## src/rtl/resp_misr_compactor.sv

```systemverilog
// resp_misr_compactor: MISR response compactor with pattern counter and golden compare.
// Defining MISR_XMASK_EN adds resp_xmask; masked response bits are zeroed before folding.
module resp_misr_compactor #(
    parameter int              OUT_W      = 11,
    parameter int              SIG_W      = 16,
    parameter logic [SIG_W-1:0] POLY      = 16'h1021,
    parameter logic [SIG_W-1:0] SEED      = 16'hFFFF,
    parameter int              N_PATTERNS = 1024,
    parameter logic [SIG_W-1:0] GOLDEN    = 16'h0000,
    parameter int              CNT_W      = $clog2(N_PATTERNS + 1)
) (
    input  logic             clk,
    input  logic             rst,
    input  logic             start,
    input  logic             resp_valid,
    input  logic [OUT_W-1:0] resp_data,
`ifdef MISR_XMASK_EN
    input  logic [OUT_W-1:0] resp_xmask,
`endif
    output logic             resp_ready,
    output logic             busy,
    output logic             done,
    output logic             pass,
    output logic [SIG_W-1:0] signature,
    output logic [CNT_W-1:0] count
);
    typedef enum logic [1:0] {IDLE, RUN, DONE} state_t;
    state_t state, state_next;
    logic accept, last, load;
    logic [OUT_W-1:0] data_used;
    logic [SIG_W-1:0] sig_next;
`ifdef MISR_XMASK_EN
    assign data_used = resp_data & ~resp_xmask;
`else
    assign data_used = resp_data;
`endif
    assign accept = resp_valid && resp_ready;
    assign last = accept && (count == CNT_W'(N_PATTERNS - 1));
    assign load = (state != RUN) && start;
    assign sig_next = {signature[SIG_W-2:0], 1'b0} ^ (signature[SIG_W-1] ? POLY : '0) ^ SIG_W'(data_used);
    always_ff @(posedge clk) begin
        if (rst) state <= IDLE;
        else state <= state_next;
    end
    always_comb begin
        state_next = (state == RUN) ? (last ? DONE : RUN) : (start ? RUN : state);
    end
    // Handshake and status are pure state decodes, so resp_ready never depends on resp_valid.
    always_comb begin
        resp_ready = (state == RUN);
        busy = (state == RUN);
        done = (state == DONE);
    end
    always_ff @(posedge clk) begin
        if (rst || load) begin
            signature <= SEED;
            count <= '0;
            pass <= 1'b0;
        end else if (accept) begin
            signature <= sig_next;
            count <= count + CNT_W'(1);
            if (last) pass <= (sig_next == GOLDEN);
        end
    end
endmodule

```

## config.mk

```make
export PLATFORM = sky130hd
export DESIGN_NAME = resp_misr_compactor
export DESIGN_NICKNAME = d
export VERILOG_FILES = /design/src/rtl/resp_misr_compactor.sv
export SDC_FILE = /design/constraint.sdc
export NUM_CORES = 1
export LEC_CHECK = 0
export CORE_MARGIN = 3
export CORE_UTILIZATION = 30
export DETAILED_ROUTE_END_ITERATION = 6
export PLACE_DENSITY = 0.63
export SYNTH_ARGS = -nofsm -noshare
export SYNTH_HDL_FRONTEND = slang
export SYNTH_SLANG_ARGS = --single-unit
```

## constraint.sdc

```tcl
create_clock -name clk -period 1.8 [get_ports clk]
set_input_delay 0.45 -clock clk [delete_from_list [all_inputs] [get_ports clk]]
set_output_delay 0.45 -clock clk [all_outputs]
set_load 0.02 [all_outputs]
```

== After elaboration in Yosys (flattened, before gate mapping) ==
Cells that the tools add are included.
W data, S select, Z words.

* Register bits after elaboration: 30
* Input bits: 15

* Bitwise operators: 2
* Multiplexer cells: 4
* Eq/ne operators: 4
* Reduce and logical (&&, ||, !) cells: 7
* Add/sub/neg operators: 1

{| class="wikitable"
|+ Operators with widths
! operator !! number
|-
| $logic_not A16 Y1 || 1
|-
| $xor A16 B11 Y16 || 1
|-
| $xor A16 B13 Y16 || 1
|-
| $mux W13 || 1
|-
| $add A11 B1 Y11 const B || 1
|-
| $eq A11 B10 Y1 const B || 1
|-
| $mux W2 || 3
|-
| $logic_and A1 B1 Y1 || 3
|-
| $eq A2 B1 Y1 const B || 1
|-
| $eq A2 B2 Y1 const B || 1
|-
| $ne A2 B1 Y1 const B || 1
|-
| $reduce_and A2 Y1 || 1
|-
| $reduce_bool A2 Y1 || 1
|-
| $logic_or A1 B1 Y1 || 1
|}

== Depth between registers and ports, before layout ==
Gate-level depths: netlist of the first run.

* Depth in word-level cells: 5
* Mapped depth: 5

== Worst setup path after synthesis of the first run ==
OpenSTA, ideal clock, no wires.

* Path kind: flip-flop to flip-flop
* From: reg count[0]
* To: reg pass
* Cell stages (with the launch flop): 6
* Library setup time: 117 ps
* Buffers on the path: 0
* Clock period less this slack: 1590 ps
* Setup slack: 210 ps
* Data arrival time: 1473 ps
* Path through: dfxtp_1 -> ha_1 -> and2_1 -> nand4b_1 -> or2_2 -> a22o_1

* Word-level cells in the longest chain between the ends: 3

{| class="wikitable"
|+ RTL lines
! element !! line !! source
|-
| start: declaration || 25 || <nowiki>output logic [CNT_W-1:0] count</nowiki>
|-
| start signal: assignment || 61 || <nowiki>count <= count + CNT_W'(1);</nowiki>
|-
| $eq A11 B10 Y1 || 38 || <nowiki>assign last = accept && (count == CNT_W'(N_PATTERNS - 1));</nowiki>
|-
| $logic_and A1 B1 Y1 || 38 ||
|-
| $reduce_and A2 Y1 (no line) || n/a ||
|-
| end signal: assignment || 62 || <nowiki>if (last) pass <= (sig_next == GOLDEN);</nowiki>
|-
| end: declaration || 23 || <nowiki>output logic pass,</nowiki>
|}

No other way between the ends.
A chain may end at the register's enable or synchronous reset.

== Worst setup path in the final report of the first run ==
* From: reg signature[1]
* To: out signature[1]

{| class="wikitable"
|+ RTL lines
! element !! line !! source
|-
| start: declaration || 24 || <nowiki>output logic [SIG_W-1:0] signature,</nowiki>
|-
| start signal: assignment || 60 || <nowiki>signature <= sig_next;</nowiki>
|}

No word-level cell between the ends.

==> results of run 1 <==
[cell usage after synthesis]
library cell / count
nor2b_1: 1
and3_2: 1
nand3_2: 1
nand2_1: 26
o211ai_1: 12
nand4_1: 5
and2_1: 2
a21oi_1: 6
nand4b_1: 1
nor3b_1: 1
inv_1: 1
o31ai_1: 1
dfxtp_1: 30
or4_1: 1
or3_2: 1
nand2b_1: 2
buf_2: 2
and3_1: 1
nor2_1: 8
o21ai_0: 2
and3b_1: 1
nand3b_1: 1
buf_4: 5
a21o_1: 1
or2_2: 1
nor3_1: 4
nand3_1: 8
ha_1: 1
xnor2_1: 16
nor4_1: 2
and4_4: 1
xor2_1: 4
clkbuf_1: 5
a22o_1: 1
[per-stage QoR]
stage	utilization [%]	cell area [um^2]	total power, mW	hold WS (ns)	setup WS [ns]
global route	48.48	2037	1.521	0.5318	0.006822
finish	48.48	2037	1.441	0.4885	0.06570
CTS	48.12	2022	1.461	0.4938	0.01133
floorplan	-	1364	0.8316	0.4632	0.2104
detailed placement	46.31	1946	0.9496	0.4857	-0.08195
global placement	46.31	1946	0.9481	0.4903	-0.07973
[layer usage]
layer  up-vias  part of all wire, %  routed length, um  global-route usage, %
li1        652                    -                  -                      -
met1       562                   48               1556                  18.23
met2        34                   45               1458                  18.77
met3         2                  6.0                194                  4.104
met4         0                 0.25                  8                  5.433
met5         -                    0                  0                      0
[layout make-up]
class | instances | area [um^2] | share of cell area [%]
sequential | 30 | 600.6 | 29.48
timing repair buffer | 63 | 594.3 | 29.18
multi-input combinational | 113 | 693.2 | 34.03
tap | 50 | 62.56 | 3.071
inverter | 1 | 3.754 | 0.1843
clock buffer | 6 | 82.58 | 4.054
[final timing paths]
check                    start           end  slack (ns)  cells after the start
setup / recovery  signature[1]  signature[1]        0.07                      1
hold / removal        count[1]      count[1]        0.49                      2
setup reg to reg      count[3]      count[9]        0.23                      4
hold reg to reg       count[1]      count[1]        0.49                      2
[registers in the layout (all words and copies together), names as in the netlist]
register	cells
count	11
pass	1
signature	16
state	2
[logic make-up (layout without fill, tap and decap cells)]
group | after synthesis | count (layout) | synth area share (%)
xor gates and xnor gates | 20 | 20 | 12.84
AOI/OAI and AO/OA | 23 | 23 | 11.29
and+or+nand+nor | 69 | 69 | 25.78
DFF | 30 | 30 | 44.04
adders and majority gates | 1 | 1 | 0.9173
buffers and inverters | 13 | 70 | 5.138
[power breakdown]
group / switching, mW / internal, mW
clock network: 0.216 / 0.294
registers: 0.0190 / 0.683
logic: 0.107 / 0.123
total: 0.341 / 1.10
[timing repair]
item                       in CTS  in global routing
setup endpoints to repair       5                  6
pin swaps                       0                  0
gates resized for setup         5                  6
gates cloned                    0                  0
==> impl_results.md, run 1 <==
* Crit-path max cell delay at 0.63 ns
* CTS Buf Count at 5
* ANT nets after route at 0
* Die width at 73.43 um
* Hold WC Path Type: reg -> reg
* Row cnt at 23
* Power per cell area at 707.3 mW/mm^2
* Top cell type's share of synthesized area at 44.04%
* DRC at 0
* Avg Inst Size Synth at 8.742 um^2
* Ys Warns at 0
* Period utilization at 96.35%
* Fin cells at 263
* Worst Tran Pin Value at 0.2652 ns
* Post-synthesis net count at 172
* Via Count at 1,250
* DR pass1 iterations at 4
* Status: completed
* Net count, final at 230
* Cell Area, Synth at 0.001364 mm^2
* Tmin final at 1.734 ns
* Finish-stage setup viols at 0
* Final WL at 3.218 mm
* Setup TNS at 0 ns
* Clk buf depth at 2
* Leakage at 0.9125 nW
* Critical path class: reg -> out
* CTS tree: yes
* Leading area contributor after synthesis: dfxtp_1
* Required @ worst endpoint at 1.35 ns
* CORE AREA at 0.004202 mm^2
* RSZ-0062 raised after global routing: no
* Worst Path Arrival at 1.28 ns
* Clock-pin slew on the worst setup and hold paths at 0.06 ns
* Max-cap violation count at 0
* Gr usage total at 13.14%
* Die area at 0.005391 mm^2
* Slew Limit Fails at 0
* Fmax at 0.5766 GHz
* Filler Cells Inserted at 413
* Cts hold-fix bufs at 0
* First-pass GRT wire length at 5.492 mm
* Mapped Cells at 156
* Initial core utilization at 32.46%
* Area Overhead vs Synth at 49.36%
* Final hold viol count at 0
* WL/cell at 12.24 um
* Largest net degree at the start of global routing at 18
* DR vias/cell at 4.753
* Total congestion overflow at 0
* Port bufs at 45
* Seq cells post-synth at 30
* DRT iter0 DRCs at 76
* Max transition margin at 82.16%
* Setup bufs post-CTS at 0
* Clock skew at 0.001949 ns
* Sink Count at 30
* Top Ports at 46
* Crit Path Max Fanout at 3
* CTS root buf: clkbuf_8
* Layout cell share with drive strength beyond 1 at 13.62%
* CP delay by family, top: buffers and inverters
* Placed Instances at 257
* Cell Chain, Critical Path: clkdlybuf4s50_1
* Crit start category: flop
* Max stage delay cell, worst path: clkdlybuf4s50_1
* Top cells by area, synth: dfxtp_1 (44%), xnor2_1 (10%), nand2_1 (7.2%)
* Register area share after synthesis at 44.04%
* CTS H-tree lvls at 2
* Routability-driven placement congestion ratio at 0.7429
* DP HPWL at 2.422 mm
* Synth cell types at 34
* Clock Latency Late Sink at 0.27 ns
* WP buf/inv at 1
* Die Ht at 73.43 um
* Most common cell after layout, fill and taps aside: clkdlybuf4s50_1
* Crit end category: primary output
* Vias in the first global route at 1,145
* Antenna diodes at 0
* Worst vdd rail ir drop at 0.0003890 V
* Antenna violations before repair at 0
* Most frequent cells in the layout: clkdlybuf4s50_1 (34), dfxtp_1 (30), nand2_1 (26)
Note: power is estimated with default switching activity, not from simulation.
==> run 2: changes to the inputs <==
SLEW_MARGIN = 20   (was not set)
==> results of run 2 <==
No change in the layout: final DEF, timing and power equal those of run 1.
==> run 3: changes to the inputs <==
CTS_CLUSTER_SIZE = 30   (was not set)
clock period = 2.2 ns   (was 1.8 ns; I/O delays follow)
==> run 3 against run 2 <==
- cell area shrank 4.8%
- clock-buffer cell count grew 1
- wire length grew 1.5%
- clock power shrank 12%
- total power shrank 17%
- hold slack gained 0.014 ns
- largest power group unchanged
- largest cell class unchanged
==> impl_results.md, run 3 (same netlist as run 1, synthesis figures left out) <==
* Worst hold stages at 2
* Filler Cells Inserted at 419
* Largest net degree at the start of global routing at 19
* Top flop regs: signature x16, count x11, state x2
* Leakage at 0.7427 nW
* Port bufs at 45
* Row cnt at 23
* Clk buf depth at 2
* Top Ports at 46
* DRC at 0
* CORE AREA at 0.004202 mm^2
* Required @ worst endpoint at 1.65 ns
* Most frequent cells in the layout: clkdlybuf4s50_1 (45), dfxtp_1 (30), nand2_1 (26)
* Area Overhead vs Synth at 42.20%
* Top layer in use: met4
* Util after Layout at 46.16%
* Wl on met1 at 1.557 mm
* PostCTS Resize Cnt at 0
* Placed Instances at 244
* Total congestion overflow at 0
* Antenna diodes at 0
* Die area at 0.005391 mm^2
* Antenna violations before repair at 0
* Tmin final at 2.019 ns
* Initial core utilization at 32.46%
* Setup bufs post-CTS at 0
* Fmax at 0.4952 GHz
* Reg with most FFs: signature
* Period utilization at 91.79%
* Gr usage total at 13.14%
* Clock-pin slew on the worst setup and hold paths at 0.06 ns
* Sink Count at 30
* Fin cells at 252
* Final hold viol count at 0
* Via Count at 1,229
* DR pass1 iterations at 4
* Status: completed
* WL met3 at 185 um
* Final WL at 3.267 mm
* DR vias/cell at 4.877
* Crit Path Max Fanout at 5
* Most common cell after layout, fill and taps aside: clkdlybuf4s50_1
* Power per cell area at 616.0 mW/mm^2
* Max transition margin at 80.86%
* WL/cell at 12.96 um
* Max-cap violation count at 0
* Net count, final at 217
* CTS tree: yes
* Finish-stage setup viols at 0
* Cts hold-fix bufs at 0
* First-pass GRT wire length at 5.409 mm
* RSZ-0062 raised after global routing: no
* Setup TNS at 0 ns
* Clock skew at 0.007405 ns
* Hold WC Path Type: reg -> reg
* Slew Limit Fails at 0
* CTS H-tree lvls at 2
* Crit start category: flop
* Die width at 73.43 um
* Clock Latency Late Sink at 0.28 ns
* ANT nets after route at 0
* Pre-CTS setup slack at 0.1436 ns
* Worst Path Arrival at 1.47 ns
* Routability-driven placement congestion ratio at 0.7585
* Critical path class: reg -> out
* Worst hold slack at 0.5021 ns
* Worst vdd rail ir drop at 0.0002142 V
* CTS root buf: clkbuf_8
* Max reg flops at 16
* Vias in the first global route at 1,137
* DRT iter0 DRCs at 48
* Worst Reg-to-Reg Cells at 5
* Final WS setup at 0.1806 ns
* Layout cell share with drive strength beyond 1 at 8.416%
* CTS Buf Count at 5
* Crit end category: primary output
* Metal2 WL at 1.450 mm
* Flop2flop setup slack at 0.62 ns
* Worst Tran Pin Value at 0.2844 ns
* DP HPWL at 2.360 mm
* Die Ht at 73.43 um
[run 3: path summary, 6_finish.rpt]
path	end	from
max reg2reg	pass	count[0]
max	busy	state[1]
min reg2reg	count[1]	count[1]
min	count[1]	count[1]
[run 3: final cells by class]
cell class | count | area, um^2 | share of cell area [%]
Multi-Input combinational cell | 113 | 693.2 | 35.74
Tap cell | 50 | 62.56 | 3.226
Timing Repair Buffer | 50 | 488.0 | 25.16
Sequential cell | 30 | 600.6 | 30.97
Clock buffer | 7 | 86.33 | 4.452
Inverter | 1 | 3.754 | 0.1935
Clock inverter | 1 | 5.005 | 0.2581
[run 3: through the flow]
step	instance area (um^2)	total power [mW]
4_1_cts	1939	1.213
3_5_place_dp	1848	0.7569
6_report	1939	1.195
2_1_floorplan	1364	0.6804
3_3_place_gp	1848	0.7562
5_1_grt	1939	1.254
[run 3: critical path, cell delays in order (launching register included)]
cell and delay, ns:
dfxtp_1 0.34, nand2b_1 0.18, inv_1 0.08, clkdlybuf4s50_1 0.59
[run 3: per-layer routing]
metal / track usage (%) / vias to the layer above
li1: - / 628
met1: 17.63 / 554
met2: 19.07 / 41
met3: 3.010 / 6
met4: 7.847 / 0
met5: 0 / -
[run 3: power breakdown]
group	switching, mW	internal [mW]
Clock	0.199	0.252
Sequential	0.0168	0.559
Combinational	0.0833	0.0855
